**config.mk**
```make
export PLATFORM = sky130hd
export DESIGN_NAME = instruction_fetcher
export DESIGN_NICKNAME = d
export VERILOG_FILES = /design/src/rtl/instruction_fetcher.sv
export SDC_FILE = /design/constraint.sdc
export NUM_CORES = 1
export LEC_CHECK = 0
export BUFFER_PORTS_ARGS = -buffer_cell sky130_fd_sc_hd__buf_4
export CAP_MARGIN = 20
export CELL_PAD_IN_SITES_DETAIL_PLACEMENT = 1
export CELL_PAD_IN_SITES_GLOBAL_PLACEMENT = 2
export CORE_MARGIN = 2
export CORE_UTILIZATION = 35
export DETAILED_ROUTE_END_ITERATION = 8
export PLACE_DENSITY = 0.59
export SKIP_CTS_REPAIR_TIMING = 1
export SYNTH_ARGS = -nofsm -noshare
export SYNTH_HDL_FRONTEND = slang
export SYNTH_SLANG_ARGS = --single-unit
```
**constraint.sdc**
```tcl
create_clock -name clk_in -period 6.6 [get_ports clk_in]
set_input_delay 0.33 -clock clk_in [delete_from_list [all_inputs] [get_ports clk_in]]
set_output_delay 0.33 -clock clk_in [all_outputs]
set_load 0.005 [all_outputs]
```
**src/rtl/instruction_fetcher.sv**
```systemverilog
// Fetch stage: holds the PC and a direct-mapped one-word-per-line instruction cache.
// Hits push one instruction per cycle; misses run a single-word refill through memory.
//
// state   | meaning
// S_FETCH | look up pc; emit on hit, start a refill on miss, redirect on flush
// S_WAIT  | refill outstanding; mem_req/mem_addr held until mem_done
module instruction_fetcher #(
  parameter int          ICACHE_ENTRIES = 16,
  parameter logic [31:0] RESET_PC       = 32'h0
) (
  input  logic        clk_in,
  input  logic        rst_in,
  input  logic        rdy_in,
  input  logic        iq_full,
  input  logic        flush,
  input  logic [31:0] flush_pc,
  output logic        mem_req,
  output logic [31:0] mem_addr,
  input  logic        mem_done,
  input  logic [31:0] mem_data,
  output logic        inst_valid,
  output logic [31:0] inst_out,
  output logic [31:0] inst_pc
);

  localparam int IDX  = $clog2(ICACHE_ENTRIES);
  localparam int TAGW = 30 - IDX;

  typedef enum logic {S_FETCH, S_WAIT} state_t;

  state_t      state, state_nxt;
  logic [31:0] pc, pc_nxt;
  logic        mem_req_nxt;
  logic [31:0] mem_addr_nxt;
  logic        inst_valid_nxt;
  logic [31:0] inst_out_nxt;
  logic [31:0] inst_pc_nxt;

  logic [ICACHE_ENTRIES-1:0] line_valid;
  logic [TAGW-1:0]           line_tag  [ICACHE_ENTRIES];
  logic [31:0]               line_data [ICACHE_ENTRIES];

  logic [IDX-1:0]  pc_idx, fill_idx;
  logic [TAGW-1:0] pc_tag, fill_tag;
  logic [31:0]     redirect_pc;
  logic            hit;
  logic            fill_en;

  assign pc_idx      = pc[IDX+1:2];
  assign pc_tag      = pc[31:IDX+2];
  // The fill lands where the request was made, not where the pc points after a flush.
  assign fill_idx    = mem_addr[IDX+1:2];
  assign fill_tag    = mem_addr[31:IDX+2];
  assign redirect_pc = flush_pc & 32'hFFFF_FFFC;
  assign hit         = line_valid[pc_idx] && (line_tag[pc_idx] == pc_tag);

  always_comb begin
    state_nxt      = state;
    pc_nxt         = pc;
    mem_req_nxt    = mem_req;
    mem_addr_nxt   = mem_addr;
    inst_valid_nxt = 1'b0;
    inst_out_nxt   = inst_out;
    inst_pc_nxt    = inst_pc;
    fill_en        = 1'b0;
    case (state)
      S_FETCH: begin
        if (flush) begin
          pc_nxt = redirect_pc;
        end else if (!iq_full) begin
          if (hit) begin
            inst_valid_nxt = 1'b1;
            inst_out_nxt   = line_data[pc_idx];
            inst_pc_nxt    = pc;
            pc_nxt         = pc + 32'd4;
          end else begin
            mem_req_nxt  = 1'b1;
            mem_addr_nxt = pc;
            state_nxt    = S_WAIT;
          end
        end
      end
      S_WAIT: begin
        if (flush) begin
          pc_nxt = redirect_pc;
        end
        if (mem_done) begin
          fill_en     = 1'b1;
          mem_req_nxt = 1'b0;
          state_nxt   = S_FETCH;
        end
      end
      default: state_nxt = S_FETCH;
    endcase
  end

  always_ff @(posedge clk_in or negedge rst_in) begin
    if (!rst_in) begin
      state      <= S_FETCH;
      pc         <= RESET_PC;
      mem_req    <= 1'b0;
      mem_addr   <= 32'h0;
      inst_valid <= 1'b0;
      inst_out   <= 32'h0;
      inst_pc    <= 32'h0;
      line_valid <= '0;
    end else if (rdy_in) begin
      state      <= state_nxt;
      pc         <= pc_nxt;
      mem_req    <= mem_req_nxt;
      mem_addr   <= mem_addr_nxt;
      inst_valid <= inst_valid_nxt;
      inst_out   <= inst_out_nxt;
      inst_pc    <= inst_pc_nxt;
      if (fill_en) begin
        line_valid[fill_idx] <= 1'b1;
      end
    end
  end

  // Tag/data storage needs no reset: a line is only read once its valid bit is set.
  always_ff @(posedge clk_in) begin
    if (rdy_in && fill_en) begin
      line_tag[fill_idx]  <= fill_tag;
      line_data[fill_idx] <= mem_data;
    end
  end

endmodule

```
---- After elaboration in Yosys (flattened, before gate mapping) ----
Memories as Yosys holds them, arrays and structs flattened. A register that Yosys moved wholly into a read port is not among the register bits.
Index checks and enable logic that the tools add are counted.
Widths: inputs -> output; s select.
word-level totals
  memories kept ........................... 2
  register bits after elaboration ......... 115
  output and inout port bits .............. 98
  word-level logic and storage cells ...... 62
  bits of input ports ..................... 70
  memory bits (writable) .................. 928
operators by class
  eq/ne operators ......................... 8
  multiplexer cells ....................... 27
  bitwise gates (word level) .............. 5
  $lt $le $gt $ge ......................... 3
  add/subtract/negate cells ............... 1
  reduce and logical (&&, ||, !) cells .... 9
memories
  memory     words  width  read ports  clocked after memory_dff  write ports  RTL line  RTL
  line_data  16     32     1           1                         1            41        logic [31:0] line_data [ICACHE_ENTRIES];
  line_tag   16     26     1           0                         1            40        logic [TAGW-1:0] line_tag [ICACHE_ENTRIES];
operator list
  kind                   number
  $mux 32                4
  $pmux 32 s2            1
  $add 32x3->32 const B  1
  $eq 26x26->1           1
  $mux 1                 18
  $or 16x16->16          1
  $reduce_and 5->1       3
  $lt 4x5->1 const B     2
  $ne 2x2->1 const B     5
  $ne 3x3->1 const B     2
  $bmux 1 s4             1
  $demux 1 s4            1
  $ge 4x1->1 const B     1
  $not 1->1              4
  $pmux 1 s2             2
  $reduce_and 4->1       1
  $logic_and 1x1->1      3
  $reduce_and 2->1       1
  $logic_not 1->1        1

---- Longest topological paths before layout ----
  word-level depth ........................ 7
  mapped depth ............................ 16
  depth with buffers taken out ............ 10

---- Worst setup path after synthesis ----
Ideal clock, no wire load.
  path kind ............................... register to register
  start ................................... register state
  end ..................................... register line_valid[0]
  path buffers ............................ 0
  cell stages (with the launch flop) ...... 5
  data required time ...................... 6.511 ns
  library setup time ...................... 0.089 ns
  data arrival time ....................... 5.316 ns
  period minus slack after synthesis ...... 5.405 ns
  path slack .............................. 1.195 ns
  cell sequence ........................... dfrtp_1 -> nand3_1 -> or3_1 -> nor3_1 -> or2_2
on the way
  word-level cells in the longest chain between the ends .. 2
ends and longest elaborated chain
  element                        RTL line  RTL
  start, declared                31        state_t state, state_nxt;
  start signal, assigned         108       state <= state_nxt;
  $mux 1                         66        case (state)
  $reduce_and 2->1 (no line)     -
  end signal, assigned           106       line_valid <= '0;
  end signal, assigned by index  116       line_valid[fill_idx] <= 1'b1;
  end, declared                  39        logic [ICACHE_ENTRIES-1:0] line_valid;
No other way between the ends.
A chain may end at the register's enable or synchronous reset.

---- Worst setup path after layout ----
  start ................................... register pc[3]
  end ..................................... register inst_out[27], read port of line_data
on the way
  word-level cells in the longest chain between the ends .. 4
  elaborated cells on any way between the ends .. 6
  classes of those cells .................. eq/ne: 1; mux: 2; reduce/logical: 2; memory: 1
ends and longest elaborated chain
  element                                      RTL line  RTL
  start, declared                              32        logic [31:0] pc, pc_nxt;
  start signal, assigned                       109       pc <= pc_nxt;
  $mem_v2 16x26 or $bmux 1 s4 (tied branches)  -
  $eq 26x26->1 or $mux 1 (tied branches)       55        assign hit = line_valid[pc_idx] && (line_tag[pc_idx] == pc_tag);
  $logic_and 1x1->1                            55
  $reduce_and 5->1 (no line)                   -
  end, declared                                22        output logic [31:0] inst_out,
Parallel ways exist; a longest one is shown, timed or not. The select of a mux whose other input is x is not followed.

==> impl_metrics.yaml <==
timing:
  finalSetupTns_ps: 0
  fmax_ghz: 0.1924
  period_share_pct: 78.76
  finalClockSkew_ps: 51.68
  hold_viol: 0
  layout_min_cycle_time_ps: 5198
  slew_headroom_pct: 29.42
  setup_viol: 0
  rsz0062_at_grt: "no"
  tightest_slew_ps: 1056
  report.final.slew_viol_count: 0
  setup_ws_ps: 1402
floorplan:
  start_util_pct: 35.20
  die-width_um: 351.2
  die_h_um: 351.2
  boundaryPins: 168
  num_rows: 127
  coreArea_um2: 119800
  die_area_um2: 123300
clocking:
  clk_pin_slew_worst_paths_ps: 60
  cts_buffers: 117
  cts_root_buf: "clkbuf_16"
  cts_tree: "yes"
  cts.sinks: 1069
  cts-htree-levels: 3
  clk_latency_ps: 720
  clk_path_buf_depth: 3
logic_synthesis:
  synth.area.top_cells: "edfxtp_1, mux4_2, dfrtp_1"
  ys_seq_area_share_pct: 74.43
  yosysMostFrequentCell: "edfxtp_1"
  synthFlopType: "edfxtp_1"
  avgSynthCellArea_um2: 20.30
  netlist.area_leader.share_pct: 66.07
  syn_area_um2: 42180
  syn_inst: 2078
  synth_async_sr_flop_share_pct: 13.19
  synth-edff-count: 928
  synth_top_area_cell: "edfxtp_1"
  synth-seq-cells: 1069
  synth_cell_types: 77
  yosys-top-cells-count: "edfxtp_1, mux4_2, dfrtp_1, nor2_1, mux2i_1"
  yosysWarnings: 0
grt:
  grtUsageTotal_pct: 19.25
  antenna_found_initial: 6
  grt_pass1_wl_um: 169100
  grt_max_degree: 55
  grt_pass1_vias: 23060
  grt-ovfl-total: 0
critical_path:
  crit_type: "register to register"
  slowest_delay_ps: 990
  ff2ff_setup_slack_ps: 1400
  ff2ff_path_depth: 10
  critPathMaxFanout: 48
  endpoint_kind: "register"
  start_kind: "register"
  path_cells: "buf_4, mux4_2, mux2i_1, o2bb2ai_1, nor4b_1, o21ai_0, a211oi_1, and4_4, buf_12, mux2_2"
  critPathRequiredTime_ps: 7190
  slowest_stage: "dfrtp_4"
  r2r-end: "inst_out[27]"
  r2r-start: "pc[3]"
  cp.arrival_ps: 5790
placed_design:
  dp_hpwl_um: 65520
  port-buffer-count: 161
  gp_congestion: 0.7682
  dp_slack_ps: 1355
routing:
  drc: 0
  post_drt_wl_per_cell_um: 28.93
  drtAntennaViolNets: 0
  vias: 21740
  vias_per_cell: 5.346
  drt-initial-drc-count: 1861
  drtPass1Iterations: 6
  routed_wl_um: 117600
hold_path:
  hp-start: "flush_pc[25]"
  hp-class: "primary input to register"
  whs_path_depth: 3
  hold_end: "pc[25]"
power_and_ir_drop:
  powerDensity_nw_per_um2: 378.7
  ir_worst_vdd_uv: 237.6
  p_clk_share_pct: 34.2
  finalPower_mw: 18.83
  p_seq_share_pct: 46.6
  p_comb_share_pct: 19.2
  leakagePower_nw: 16.92
  p_int_mw: 13.47
  switching_share_pct: 28.47
  switchingPower_mw: 5.360
job:
  cap_viol_max_count: 0
cells_and_area:
  nets: 2427
  drive_gt1_share_pct: 31.16
  nFillCells: 11440
  seq_area_um2: 31410
  multi_input_area_um2: 10130
  syn_to_final_growth_pct: 17.85
status:
  status: "completed"
==> power groups by stage <==
stage	Clock, mW	Combinational (mW)	Sequential, mW
5_1_grt	6.85	3.90	8.88
3_5_place_dp	0	3.67	8.94
4_1_cts	6.58	3.68	8.80
6_report	6.43	3.62	8.78
3_3_place_gp	0	3.63	8.88
2_1_floorplan	0	2.59	8.45
==> flip-flops by register name (all words and copies together) (netlist names) <==
name / flops
inst_pc: 30
inst_out: 32
pc: 30
mem_req: 1
inst_valid: 1
line_tag: 416
line_data: 512
mem_addr: 30
state: 1
line_valid: 16
==> placed cells by master, fill, tap and decap left out, types with 34 or more instances in the layout <==
master         instances
dfrtp_1              138
nor2_1                57
buf_4                230
mux2_1                46
nand3_1               34
dlygate4sd3_1         49
nand2_1               51
edfxtp_1             928
mux4_2               238
mux2i_1               65
clkbuf_16            117
mux2_2                64
==> per-stage QoR <==
step,std cells,util (%),hold slack [ps],instance area (um2)
2_1_floorplan,2081,-,34.41,42190
3_3_place_gp,3800,37.92,368.9,45430
3_5_place_dp,3800,37.92,371.0,45430
4_1_cts,4015,41.08,-387.9,49210
5_1_grt,4064,41.48,2.655,49700
6_report,4066,41.49,9.493,49710
==> worst max-delay path, delay by kind of cell (launching register included) <==
kind,cells,cell delay [ps]
AOI/OAI and AO/OA,3,870
buffers and inverters,2,810
DFF,1,990
muxes,3,1050
and+or+nand+nor,2,1290
==> kinds of logic after synthesis <==
family,Yosys count,synth area share (%)
AND/OR/NAND/NOR,262,3.133
adder cells (fa/ha/maj),1,0.02966
buffers and inverters,142,1.860
other,1,0.008891
flip-flops,1069,74.43
multiplexers,413,17.19
AO/OA/AOI/OAI,177,3.079
XOR/XNOR,13,0.2699
==> area by class of cell <==
class	count	area share (%)
repair buffers	284	4.649
clock buffers	150	6.260
clock inverters	65	1.357
flip-flops and latches	1069	63.18
inverters	14	0.1108
diodes	2	0.01007
multi-input cells	870	20.38
well taps	1612	4.057
==> worst max-delay path by stage <==
stage	startpoint	endpoint	slack [ps]
final	pc[3]	inst_out[27]	1400
after global routing	pc[3]	inst_out[27]	1240
after CTS	pc[3]	inst_out[27]	1360
after detailed placement	pc[3]	inst_out[0]	1350
after global placement	pc[3]	inst_out[22]	1360
after floorplan	state	line_valid[0]	1200
==> metal layers <==
layer / share of wire, % / vias to the layer above / GRT usage, %
li1: - / 9110 / -
met1: 45 / 11870 / 27.06
met2: 48 / 593 / 30.97
met3: 5.2 / 164 / 3.649
met4: 2.3 / 4 / 4.744
met5: 0.022 / - / 0
Note: power is estimated with default switching activity, not from simulation.
